[config.mk]
export PLATFORM = sky130hd
export DESIGN_NAME = seg_scan_ctrl
export DESIGN_NICKNAME = d
export VERILOG_FILES = /design/src/rtl/seg_pkg.sv /design/src/rtl/seg_scan_ctrl_hex_decode.sv /design/src/rtl/seg_scan_ctrl.sv
export SDC_FILE = /design/constraint.sdc
export NUM_CORES = 1
export LEC_CHECK = 0
export BUFFER_PORTS_ARGS = -buffer_cell sky130_fd_sc_hd__buf_2
export CORE_MARGIN = 2
export CORE_UTILIZATION = 54
export DETAILED_ROUTE_END_ITERATION = 10
export PLACE_DENSITY = 0.84
export SYNTH_ARGS = -nofsm -noshare
export SYNTH_HDL_FRONTEND = slang
export SYNTH_HIERARCHICAL = 1
export SYNTH_SLANG_ARGS = --single-unit
[constraint.sdc]
create_clock -name clk -period 2.3 [get_ports clk]
set_input_delay 0.345 -clock clk [delete_from_list [all_inputs] [get_ports clk]]
set_output_delay 0.345 -clock clk [all_outputs]
set_load 0.01 [all_outputs]
[src/rtl/seg_pkg.sv]
// Shared types, constants and hex-to-segment table for the 7-segment scan controller.
package seg_pkg;

    localparam int unsigned NUM_DIGITS = 8;
    localparam int unsigned IDX_W      = 3;
    localparam int unsigned HEX_W      = 4;
    localparam int unsigned SEG_W      = 8;

    localparam logic [SEG_W-1:0] SEG_OFF = 8'h00;
    localparam logic [SEG_W-1:0] COM_OFF = 8'hFF;

    typedef enum logic {
        BLANK = 1'b0,
        SHOW  = 1'b1
    } state_t;

    // One stored digit: decimal point plus hex nibble.
    typedef struct packed {
        logic             dp;
        logic [HEX_W-1:0] hex;
    } digit_t;

    // Hex nibble to {g,f,e,d,c,b,a}, active-high.
    function automatic logic [6:0] hex_to_seg(input logic [HEX_W-1:0] hex);
        logic [6:0] seg;
        seg = 7'h00;
        case (hex)
            4'h0: seg = 7'h3f;
            4'h1: seg = 7'h06;
            4'h2: seg = 7'h5b;
            4'h3: seg = 7'h4f;
            4'h4: seg = 7'h66;
            4'h5: seg = 7'h6d;
            4'h6: seg = 7'h7d;
            4'h7: seg = 7'h27;
            4'h8: seg = 7'h7f;
            4'h9: seg = 7'h6f;
            4'ha: seg = 7'h5f;
            4'hb: seg = 7'h7c;
            4'hc: seg = 7'h58;
            4'hd: seg = 7'h5e;
            4'he: seg = 7'h7b;
            4'hf: seg = 7'h71;
            default: seg = 7'h00;
        endcase
        return seg;
    endfunction

endpackage

[src/rtl/seg_scan_ctrl_hex_decode.sv]
// Combinational hex nibble to 7-segment pattern decoder.
module seg_hex_decode
    import seg_pkg::*;
(
    input  logic [HEX_W-1:0] hex,
    output logic [6:0]       seg_c
);

    // Table lookup shared with the package.
    assign seg_c = hex_to_seg(hex);

endmodule

[src/rtl/seg_scan_ctrl.sv]
// Time-multiplexed 8-digit 7-segment scan controller with inter-digit blanking.
module seg_scan_ctrl
    import seg_pkg::*;
#(
    parameter logic [15:0] DIV       = 16'd50000,
    parameter logic [7:0]  BLANK_CYC = 8'd100
) (
    input  logic             clk,
    input  logic             rst,
    input  logic             wr_en,
    input  logic [IDX_W-1:0] wr_addr,
    input  logic [4:0]       wr_data,
    input  logic [7:0]       digit_en,
    input  logic             blank,
    output logic [SEG_W-1:0] seg_d,
    output logic [SEG_W-1:0] seg_com,
    output logic             frame_tick
);

    localparam int unsigned CNT_W = 16;
    localparam logic [CNT_W-1:0] SHOW_LAST  = CNT_W'(DIV) - CNT_W'(1);
    localparam logic [CNT_W-1:0] BLANK_LAST = CNT_W'(BLANK_CYC) - CNT_W'(1);

    digit_t           digit_q [NUM_DIGITS];
    state_t           state, state_nxt;
    logic [CNT_W-1:0] cnt, cnt_nxt;
    logic [IDX_W-1:0] idx, idx_nxt;
    logic [SEG_W-1:0] slot_d, slot_d_nxt;
    logic [SEG_W-1:0] slot_com, slot_com_nxt;
    logic             tick_nxt;
    digit_t           cur_c;
    logic [6:0]       cur_seg_c;

    assign cur_c = digit_q[idx];

    seg_hex_decode u_dec (
        .hex   (cur_c.hex),
        .seg_c (cur_seg_c)
    );

    // Host-written digit registers; writes land in any state.
    always_ff @(posedge clk or negedge rst) begin
        if (!rst) begin
            for (int i = 0; i < NUM_DIGITS; i++) begin
                digit_q[i] <= '0;
            end
        end else if (wr_en) begin
            digit_q[wr_addr] <= digit_t'(wr_data);
        end
    end

    // State, slot counter, digit index, slot snapshot and pin registers.
    always_ff @(posedge clk or negedge rst) begin
        if (!rst) begin
            state      <= BLANK;
            cnt        <= '0;
            idx        <= '0;
            slot_d     <= SEG_OFF;
            slot_com   <= COM_OFF;
            seg_d      <= SEG_OFF;
            seg_com    <= COM_OFF;
            frame_tick <= 1'b0;
        end else begin
            state      <= state_nxt;
            cnt        <= cnt_nxt;
            idx        <= idx_nxt;
            slot_d     <= slot_d_nxt;
            slot_com   <= slot_com_nxt;
            seg_d      <= blank ? SEG_OFF : slot_d_nxt;
            seg_com    <= blank ? COM_OFF : slot_com_nxt;
            frame_tick <= tick_nxt;
        end
    end

    // Next-state logic; the slot snapshot is captured only on SHOW entry.
    always_comb begin
        state_nxt    = state;
        cnt_nxt      = cnt + CNT_W'(1);
        idx_nxt      = idx;
        slot_d_nxt   = slot_d;
        slot_com_nxt = slot_com;
        tick_nxt     = 1'b0;
        case (state)
            BLANK: begin
                if (cnt == BLANK_LAST) begin
                    state_nxt = SHOW;
                    cnt_nxt   = '0;
                    if (digit_en[idx]) begin
                        slot_d_nxt   = {cur_c.dp, cur_seg_c};
                        slot_com_nxt = ~(SEG_W'(1) << idx);
                    end else begin
                        slot_d_nxt   = SEG_OFF;
                        slot_com_nxt = COM_OFF;
                    end
                end
            end
            SHOW: begin
                if (cnt == SHOW_LAST) begin
                    state_nxt    = BLANK;
                    cnt_nxt      = '0;
                    idx_nxt      = idx + IDX_W'(1);
                    slot_d_nxt   = SEG_OFF;
                    slot_com_nxt = COM_OFF;
                    tick_nxt     = (idx == IDX_W'(NUM_DIGITS - 1));
                end
            end
            default: begin
                state_nxt = BLANK;
                cnt_nxt   = '0;
            end
        endcase
    end

endmodule

==> impl_metrics.env, run 1 <==
export IMPL_fill_cells=613
export IMPL_worst_pin_slew_ns=0.580
export IMPL_hpwl_um=6340
export IMPL_synthMuxAreaShare_pct=17.1
export IMPL_postLayoutCellArea_mm2=0.00507
export IMPL_rrSetupSlack_ns=0.14
export IMPL_crit_path_end_kind="register"
export IMPL_final_cell_mix="77 x dfrtp_1, 40 x mux2_2, 35 x nand2_1, 35 x buf_2, 20 x nor2_1"
export IMPL_cts_tree="yes"
export IMPL_gp_congestion=0.866
export IMPL_root_buffer="clkbuf_8"
export IMPL_fin_skew_ns=0.0129
export IMPL_cp_cell_sequence="buf_12, mux4_2, nand2_1, nand2_2, inv_2, ha_1, xor2_1, a21oi_1, nand2_1, a21oi_2"
export IMPL_max_freq_mhz=464
export IMPL_area_delta_synth_final_pct=14.4
export IMPL_ys_top_cells_by_area="dfrtp_1 43%, mux2_2 10%, dfstp_2 9.5%"
export IMPL_via_per_inst=5.61
export IMPL_syn_area_per_cell_um2=11.8
export IMPL_irDropWorstVdd_v=0.000352
export IMPL_port_buffers=36
export IMPL_finalCritPeriodShare_pct=93.8
export IMPL_cts_buffer_depth=2
export IMPL_clkSinkCount=93
export IMPL_path_common_cell="nand2_1"
export IMPL_power_density_mw_per_mm2=711
export IMPL_gr_usage_all_layers_pct=21.3
export IMPL_seq_area_mm2=0.00235
export IMPL_start_util_pct=54.7
export IMPL_synthAdderAreaFrac_pct=3.95
export IMPL_syn_nets=409
export IMPL_slew_violations=0
export IMPL_grt_remaining_overflow=0
export IMPL_syn_inst=375
export IMPL_synthDistinctLibCells=42
export IMPL_synth_area_mm2=0.00443
export IMPL_final_common_cell="dfrtp_1"
export IMPL_htreeDepth=3
export IMPL_grt_max_degree=46
export IMPL_drv_cap=0
export IMPL_relSlewSlack_pct=61.3
export IMPL_die_x_um=94.6
export IMPL_rows=33
export IMPL_ant_nets=0
export IMPL_synth_compound_area_share_pct=4.63
export IMPL_power_leakage_nw=2.19
export IMPL_path_clk_slew_ns=0.09
export IMPL_max_stage_delay_ns=0.50
export IMPL_cpMaxStageDelayCell="mux4_2"
export IMPL_first_pass_iters=4
export IMPL_final_setup_viol_count=0
export IMPL_ys_seq_elements=93
export IMPL_period_minus_slack_ns=2.16
export IMPL_synthSimpleGateAreaFrac_pct=15.8
export IMPL_antennaDiodeCount=0
export IMPL_insertion_delay_ns=0.36
export IMPL_die_y_um=94.6
export IMPL_routed_wl_um=8800
export IMPL_dieArea_mm2=0.00895
export IMPL_core_mm2=0.00809
export IMPL_critPathKind="register to register"
export IMPL_yosys_area_top_type="dfrtp_1"
export IMPL_hold_violations=0
export IMPL_drc_errors=0
export IMPL_synth_top_family_by_area="multiplexers"
export IMPL_cts_made_buffers=9
export IMPL_synthXorXnorAreaFrac_pct=3.16
export IMPL_ys_warn_count=6
export IMPL_grt_pass1_vias=3100
export IMPL_start_kind="register"
export IMPL_pin_count=37
export IMPL_drive_above_1_share_pct=33.3
export IMPL_post_drt_wl_per_cell_um=16.4
export IMPL_critPathMaxFanout=7
export IMPL_antenna_found_initial=0
export IMPL_status="finished clean"
export IMPL_hold_class="primary input to register"
export IMPL_vias=3012
export IMPL_place_area_mm2=0.00479
export IMPL_multi_input_area_mm2=0.00200
export IMPL_seq_area_frac_synth_pct=53.0
export IMPL_timing_hold_ws_ns=0.307
export IMPL_synth_top_area_share_pct=43.5
export IMPL_grt_pass1_wl_um=14700
export IMPL_first_iter_violations=165
export IMPL_worstPathRequired_ns=2.59
export IMPL_fin_nets=461
export IMPL_critPathArrivalTime_ns=2.45
per-stage QoR:
step / power (mW) / util, % / cells / worst slack (ns) / setup TNS (ns)
6_report: 3.60 / 62.6 / 537 / 0.143 / 0
5_1_grt: 3.78 / 62.6 / 537 / -0.0150 / -0.0170
4_1_cts: 3.61 / 62.1 / 534 / 0.0120 / 0
3_5_place_dp: 2.42 / 59.2 / 516 / -0.00921 / -0.00921
3_3_place_gp: 2.38 / 59.2 / 516 / 0.0973 / 0
2_1_floorplan: 2.25 / - / 375 / 0.00987 / 0
kinds of logic (layout without fill, tap and decap cells):
kind of cell	count (synthesis)	count (layout)
flip-flops	93	93
adder cells (fa/ha/maj)	14	14
AND/OR/NAND/NOR	135	135
XOR/XNOR	16	16
buffers and inverters	22	79
AO/OA/AOI/OAI	35	35
multiplexers	60	60
final cells by class:
type	instances	share of cell area (%)
Timing Repair Buffer	53	6.67
Clock inverter	3	1.36
Multi-Input combinational cell	260	39.4
Clock buffer	13	2.94
Tap cell	105	2.59
Sequential cell	93	46.3
Inverter	10	0.741
metal layers:
metal  wire [um]  global-route usage, %  vias to the layer above
li1            -                      -                     1420
met1        3760                   25.3                     1514
met2        4580                   37.1                       60
met3         292                   5.03                       18
met4         176                   9.18                        0
met5           0                      0                        -
worst max-delay path, delay by kind of cell, from the launching register on:
kind	cells	cell delay (ns)
AND/OR/NAND/NOR	3	0.27
flip-flops	1	0.40
AO/OA/AOI/OAI	2	0.28
adder cells (fa/ha/maj)	1	0.25
XOR/XNOR	1	0.17
buffers and inverters	2	0.22
multiplexers	1	0.50
what timing repair did:
item                       in CTS  in global routing
hold endpoints to repair       32                  0
setup endpoints to repair       1                 10
pin swaps                       0                  3
hold buffers                    1                  0
gates resized for setup         1                  6
buffers inserted                1                  3
worst paths after layout:
path	from	cells past startpoint	endpoint
worst max register to register	idx[0]$_DFFE_PN0P_	10	seg_d[1]$_DFF_PN0_
worst min register to register	cnt[0]$_DFF_PN0_	1	cnt[0]$_DFF_PN0_
worst min-delay path	blank	2	seg_d[1]$_DFF_PN0_
max in group asynchronous	rst	3	digit_q[10]$_DFFE_PN0P_
min in group asynchronous	rst	2	idx[1]$_DFFE_PN0P_
worst max-delay path	idx[0]$_DFFE_PN0P_	10	seg_d[1]$_DFF_PN0_
Yosys cell counts (all sizes together):
cell type / count
dfrtp: 77
mux2: 41
nand2: 41
nor2: 20
a21oi: 17
nand3: 17
dfstp: 16
nor3: 16
ha: 14
o21ai: 12
mux2i: 11
inv: 10
xnor2: 10
buf: 9
and3: 8
mux4: 8
and2: 7
xor2: 6
nand2b: 4
nand4: 4
or2: 4
clkbuf: 3
nand4b: 3
nor3b: 3
nor4b: 3
o22a: 3
nor4: 2
a211oi: 1
a21boi: 1
and4: 1
nor2b: 1
o22ai: 1
or4: 1
state kept, by name, summed over array words and instances, names as in the netlist:
| register | cells |
|---|---|
| digit_q | 40 |
| idx | 3 |
| slot_d | 8 |
| state | 1 |
| slot_com | 8 |
| frame_tick | 1 |
| cnt | 16 |
| seg_com | 8 |
| seg_d | 8 |
where the power goes:
part	internal [mW]	switching, mW
clock	0.646	0.544
combinational	0.274	0.261
sequential	1.80	0.0828
total	2.72	0.888
(Power assumes the default switching activity.)
==> inputs of run 2 (changes only) <==
- SYNTH_HIERARCHICAL: 1 -> not set
==> impl_metrics.env, run 2 <==
export IMPL_status="finished clean"
export IMPL_hold_class="primary input to register"
export IMPL_rows=32
export IMPL_synth_compound_area_share_pct=4.34
export IMPL_critPathMaxFanout=5
export IMPL_final_cell_mix="76 x dfrtp_1, 41 x mux2_2, 35 x buf_2, 24 x buf_4, 20 x nand2_1"
export IMPL_synth_commonest_cells="77 x dfrtp_1, 41 x mux2_2, 20 x nand2_1, 18 x nor2_1, 16 x dfstp_2"
export IMPL_synthXorXnorAreaFrac_pct=3.22
export IMPL_synthSimpleGateAreaFrac_pct=14.0
export IMPL_seq_area_frac_synth_pct=53.9
export IMPL_holdCritStartpoint="wr_data[4]"
export IMPL_final_common_cell="dfrtp_1"
export IMPL_path_clk_slew_ns=0.10
export IMPL_ys_flop_type="dfrtp_1"
export IMPL_area_delta_synth_final_pct=17.6
export IMPL_min_to="digit_q[14]$_DFFE_PN0P_"
export IMPL_irDropWorstVdd_v=0.000450
export IMPL_timing_hold_ws_ns=0.307
export IMPL_grt_max_degree=52
export IMPL_synth_top_family_by_area="multiplexers"
export IMPL_first_pass_iters=4
export IMPL_synth_area_mm2=0.00435
export IMPL_pin_count=37
export IMPL_via_per_inst=5.70
export IMPL_ys_seq_elements=93
export IMPL_fin_skew_ns=0.00956
export IMPL_hold_violations=0
export IMPL_power_leakage_nw=2.22
export IMPL_worstHoldPathCells=2
export IMPL_r2r_end="seg_d[5]$_DFF_PN0_"
export IMPL_final_setup_viol_count=0
export IMPL_largest_register_ffs=40
export IMPL_yosysMostFrequentCell="dfrtp_1"
export IMPL_port_buffers=36
export IMPL_routed_wl_um=8910
export IMPL_insertion_delay_ns=0.36
export IMPL_finalCritPeriodShare_pct=99.9
export IMPL_hpwl_um=6250
export IMPL_synth_top_area_share_pct=44.3
export IMPL_clkSinkCount=93
export IMPL_fin_cells=505
export IMPL_worst_pin_slew_ns=0.797
export IMPL_p_switching_uw=961
export IMPL_critPathKind="register to register"
export IMPL_die_x_um=93.8
export IMPL_cts_tree="yes"
export IMPL_ys_warn_count=0
export IMPL_critPathArrivalTime_ns=2.55
export IMPL_post_drt_wl_per_cell_um=17.6
export IMPL_antennaDiodeCount=0
export IMPL_synthDistinctLibCells=45
export IMPL_die_y_um=93.8
export IMPL_cts_buffer_depth=2
export IMPL_fill_cells=560
export IMPL_period_minus_slack_ns=2.30
export IMPL_syn_inst=332
export IMPL_worstReg2RegStart="idx[0]$_DFFE_PN0P_"
export IMPL_synthArstFlopShare_pct=100
export IMPL_grt_remaining_overflow=0
export IMPL_htreeDepth=3
export IMPL_grt_pass1_vias=2947
export IMPL_synthMuxAreaShare_pct=19.1
export IMPL_post_place_cells=483
export IMPL_drc_errors=0
export IMPL_power_density_mw_per_mm2=701
export IMPL_synth_edf_count=0
export IMPL_r2r_cells=7
export IMPL_clkPwrFrac_pct=31.4
export IMPL_dieArea_mm2=0.00879
export IMPL_fin_nets=430
export IMPL_cts_made_buffers=9
export IMPL_max_freq_mhz=435
export IMPL_first_iter_violations=126
export IMPL_antenna_found_initial=0
export IMPL_syn_nets=364
export IMPL_rsz0062_at_grt="true"
export IMPL_gp_congestion=1.00
export IMPL_p_seq_share_pct=52.5
export IMPL_drv_cap=0
export IMPL_rrSetupSlack_ns=0.001
export IMPL_crit_path_end_kind="register"
export IMPL_syn_area_per_cell_um2=13.1
export IMPL_synthAdderAreaFrac_pct=3.45
export IMPL_sw_frac_of_total_pct=26.8
export IMPL_intPower_mw=2.62
export IMPL_drive_above_1_share_pct=41.4
export IMPL_slew_violations=0
export IMPL_grt_pass1_wl_um=14700
export IMPL_pwr_share_comb_pct=16.1
export IMPL_start_util_pct=56.0
export IMPL_ant_nets=0
export IMPL_gr_usage_all_layers_pct=21.9
export IMPL_start_kind="register"
export IMPL_root_buffer="clkbuf_8"
export IMPL_vias=2877
export IMPL_relSlewSlack_pct=46.4
export IMPL_top_register="digit_q"
export IMPL_top_regs="digit_q (40), cnt (16)"
export IMPL_yosys_area_top_type="dfrtp_1"
export IMPL_ys_top_cells_by_area="dfrtp_1 44%, mux2_2 11%, dfstp_2 9.7%"
export IMPL_core_mm2=0.00777
export IMPL_worstPathRequired_ns=2.55
-- run 2: worst max path at each step --
| stage | start | endpoint | slack, ns | cells past startpoint |
|---|---|---|---|---|
| floorplan | idx[0]$_DFFE_PN0P_ | seg_d[5]$_DFF_PN0_ | 0.02 | 8 |
| global placement | idx[0]$_DFFE_PN0P_ | seg_d[5]$_DFF_PN0_ | 0.006 | 7 |
| detailed placement | idx[0]$_DFFE_PN0P_ | seg_d[5]$_DFF_PN0_ | -0.1 | 7 |
| CTS | idx[0]$_DFFE_PN0P_ | seg_d[1]$_DFF_PN0_ | -0.03 | 8 |
| global route | idx[0]$_DFFE_PN0P_ | seg_d[1]$_DFF_PN0_ | -0.1 | 8 |
| finish | idx[0]$_DFFE_PN0P_ | seg_d[5]$_DFF_PN0_ | 0.001 | 7 |
-- run 2: power by group through the flow --
| stage | clock network (mW) | registers (mW) | logic (mW) |
|---|---|---|---|
| floorplan | 0 | 1.87 | 0.360 |
| global placement | 0 | 1.90 | 0.485 |
| detailed placement | 0 | 1.91 | 0.516 |
| CTS | 1.15 | 1.88 | 0.522 |
| global route | 1.21 | 1.90 | 0.629 |
| finish | 1.12 | 1.88 | 0.577 |
-- run 2: stage by stage --
stage	worst slack [ns]	power, mW	utilization [%]	setup TNS (ns)	area [um^2]
after floorplan	0.0218	2.23	-	0	4360
after global placement	0.00555	2.38	61.7	0	4800
after detailed placement	-0.0975	2.42	61.7	-0.127	4800
after CTS	-0.0268	3.55	64.9	-0.0268	5040
after global routing	-0.0966	3.74	65.9	-0.611	5120
final	0.00130	3.59	65.9	0	5120
-- run 2: kinds of logic (layout without fill, tap and decap cells) --
family                     after synthesis  count (layout)
and+or+nand+nor                        111             111
xor gates and xnor gates                16              16
buffers and inverters                   16              87
muxes                                   58              58
DFF                                     93              93
AOI/OAI and AO/OA                       26              26
adders and majority gates               12              12
-- run 2: critical path, cell delays in order, from the launching register on --
cell and delay [ns]:
dfrtp_2 0.47, buf_6 0.12, mux4_2 0.52, mux2i_4 0.30, nor2_2 0.08, or3_4 0.37, a22o_1 0.20, nor2b_1 0.13
-- run 2: routing by layer --
layer  track usage, %  vias to the layer above  routed length [um]
li1                 -                     1334                   -
met1             29.3                     1457                3900
met2             35.7                       64                4490
met3             4.25                       22                 302
met4             7.97                        0                 211
met5                0                        -                   0
-- run 2: timing repair --
action	CTS	global route
endpoints found under the setup margin	6	7
pin swaps	0	14
endpoints found under the hold margin	42	0
resized for setup	3	11
buffers inserted	3	2
hold buffers	1	0
-- run 2: final cells by class --
cell class	instances	area (um^2)	share of cell area, %
multi-input combinational	223	1980	38.7
clock buffer	9	124	2.42
tap	102	128	2.49
timing repair buffer	64	428	8.36
inverter	7	31.3	0.611
clock inverter	7	78.8	1.54
sequential	93	2350	45.9
==> inputs of run 3 (changes only) <==
- CORE_UTILIZATION: 54 -> 45
- GPL_TIMING_DRIVEN: not set -> 0
- PLACE_DENSITY: 0.84 -> 0.73
==> impl_metrics.env, run 3 (synthesis results as in run 2) <==
export IMPL_cp_cell_sequence="buf_12, mux4_2, mux2i_4, ha_1, xnor2_1, a21boi_1, a22o_1, nor2b_1"
export IMPL_rsz0062_at_grt="true"
export IMPL_insertion_delay_ns=0.38
export IMPL_hold_class="primary input to register"
export IMPL_cpMaxStageDelayCell="mux4_2"
export IMPL_rows=35
export IMPL_relSlewSlack_pct=31.4
export IMPL_path_clk_slew_ns=0.11
export IMPL_die_x_um=102
export IMPL_first_pass_iters=4
export IMPL_power_leakage_nw=2.17
export IMPL_die_y_um=102
export IMPL_first_iter_violations=106
export IMPL_post_place_cells=498
export IMPL_post_drt_wl_per_cell_um=15.8
export IMPL_hpwl_um=5710
export IMPL_drc_errors=0
export IMPL_core_mm2=0.00933
export IMPL_drv_cap=0
export IMPL_final_common_cell="dfrtp_1"
export IMPL_period_minus_slack_ns=2.35
export IMPL_postLayoutCellArea_mm2=0.00510
export IMPL_violations="negative setup slack"
export IMPL_slew_violations=0
export IMPL_critPathArrivalTime_ns=2.63
export IMPL_fin_ws_ns=-0.0481
export IMPL_area_delta_synth_final_pct=17.1
export IMPL_start_util_pct=46.7
export IMPL_vias=2840
export IMPL_cts_buffer_depth=2
export IMPL_max_freq_mhz=426
export IMPL_ant_nets=0
export IMPL_port_buffers=36
export IMPL_finalPower_mw=3.48
export IMPL_pin_count=37
export IMPL_max_stage_delay_ns=0.53
export IMPL_antenna_found_initial=1
export IMPL_grt_pass1_wl_um=13600
export IMPL_grt_remaining_overflow=0
export IMPL_fin_tns_setup_ns=-0.0957
export IMPL_largest_register_ffs=40
export IMPL_crit_path_end_kind="register"
export IMPL_routed_wl_um=8330
export IMPL_antennaDiodeCount=0
export IMPL_critPathKind="register to register"
export IMPL_via_per_inst=5.39
export IMPL_finalCritPeriodShare_pct=102
export IMPL_power_density_mw_per_mm2=683
export IMPL_fill_cells=751
export IMPL_clkSinkCount=93
export IMPL_cts_tree="yes"
export IMPL_timing_hold_ws_ns=0.216
export IMPL_worstPathRequired_ns=2.58
export IMPL_status="finished with violations"
export IMPL_fin_util_pct=54.6
export IMPL_final_cell_mix="76 x dfrtp_1, 41 x mux2_2, 36 x buf_2, 20 x nand2_1, 17 x nor2_1"
export IMPL_gr_usage_all_layers_pct=17.1
export IMPL_fin_skew_ns=0.0138
export IMPL_grt_pass1_vias=2743
export IMPL_dieArea_mm2=0.0105
export IMPL_fin_cells=527
export IMPL_irDropWorstVdd_v=0.000351
export IMPL_final_setup_viol_count=3
export IMPL_gp_congestion=0.803
export IMPL_worst_pin_slew_ns=1.03
export IMPL_htreeDepth=3
export IMPL_hold_violations=0
export IMPL_place_area_mm2=0.00473
export IMPL_top_register="digit_q"
export IMPL_cts_made_buffers=9
export IMPL_top_regs="digit_q (40), cnt (16)"
export IMPL_root_buffer="clkbuf_8"
export IMPL_dpl_worst_slack_ns=-0.199
export IMPL_drive_above_1_share_pct=41.0
export IMPL_start_kind="register"
export IMPL_fin_nets=425
export IMPL_critPathMaxFanout=7
export IMPL_grt_max_degree=51
run 3: cell types whose count changed in the layout (fill, tap and decap cells not counted), moves of 2 or more:
cell,change
inv_6,-2
inv_8,+2
buf_4,-9
ha_4,-2
ha_1,+2
clkbuf_1,+2
nor4_1,-3
nor4_2,+3
run 3: cell type report:
| class | count | area (um^2) | share of cell area, % |
|---|---|---|---|
| Timing Repair Buffer | 51 | 310 | 6.09 |
| Buffer | 8 | 63.8 | 1.25 |
| Clock inverter | 7 | 73.8 | 1.45 |
| Multi-Input combinational cell | 223 | 1980 | 38.9 |
| Inverter | 7 | 31.3 | 0.614 |
| Clock buffer | 9 | 124 | 2.43 |
| Tap cell | 129 | 161 | 3.17 |
| Sequential cell | 93 | 2350 | 46.1 |
run 3: critical path: cells and delay by family (launching register included):
kind / cells / cell delay, ns
DFF: 1 / 0.41
buffers and inverters: 1 / 0.13
xor gates and xnor gates: 1 / 0.18
AOI/OAI and AO/OA: 2 / 0.29
and+or+nand+nor: 1 / 0.12
muxes: 2 / 0.80
adders and majority gates: 1 / 0.31
run 3: report_power, final:
group	internal (mW)	switching [mW]	leakage [nW]
logic	0.287	0.244	0.931
registers	1.79	0.0753	1.14
clock network	0.430	0.652	0.101
total	2.51	0.971	2.17
run 3: worst paths after layout:
path / to / slack, ns / from / cells after the start
worst max-delay path: seg_d[1]$_DFF_PN0_ / -0.05 / idx[0]$_DFFE_PN0P_ / 8
worst min-delay path: seg_d[0]$_DFF_PN0_ / 0.22 / blank / 2
worst max register to register: seg_d[1]$_DFF_PN0_ / -0.05 / idx[0]$_DFFE_PN0P_ / 8
worst min register to register: cnt[0]$_DFF_PN0_ / 0.49 / cnt[0]$_DFF_PN0_ / 1
max in group asynchronous: digit_q[37]$_DFFE_PN0P_ / 1.13 / rst / 3
min in group asynchronous: cnt[7]$_DFF_PN0_ / 0.53 / rst / 2
run 3: what timing repair did:
| item | in CTS | in global routing |
|---|---|---|
| setup endpoints to repair | 14 | 34 |
| hold endpoints to repair | 9 | 0 |
| setup buffers | 6 | 7 |
| pin swaps | 1 | 6 |
| hold buffers | 1 | 0 |
| gates resized for setup | 7 | 14 |
run 3: metal layers:
layer	vias to the layer above	track usage [%]	routed length, um
met5	-	0	13
met1	1428	23.6	3920
li1	1321	-	-
met2	70	26.5	3910
met3	19	4.65	348
met4	2	5.54	134
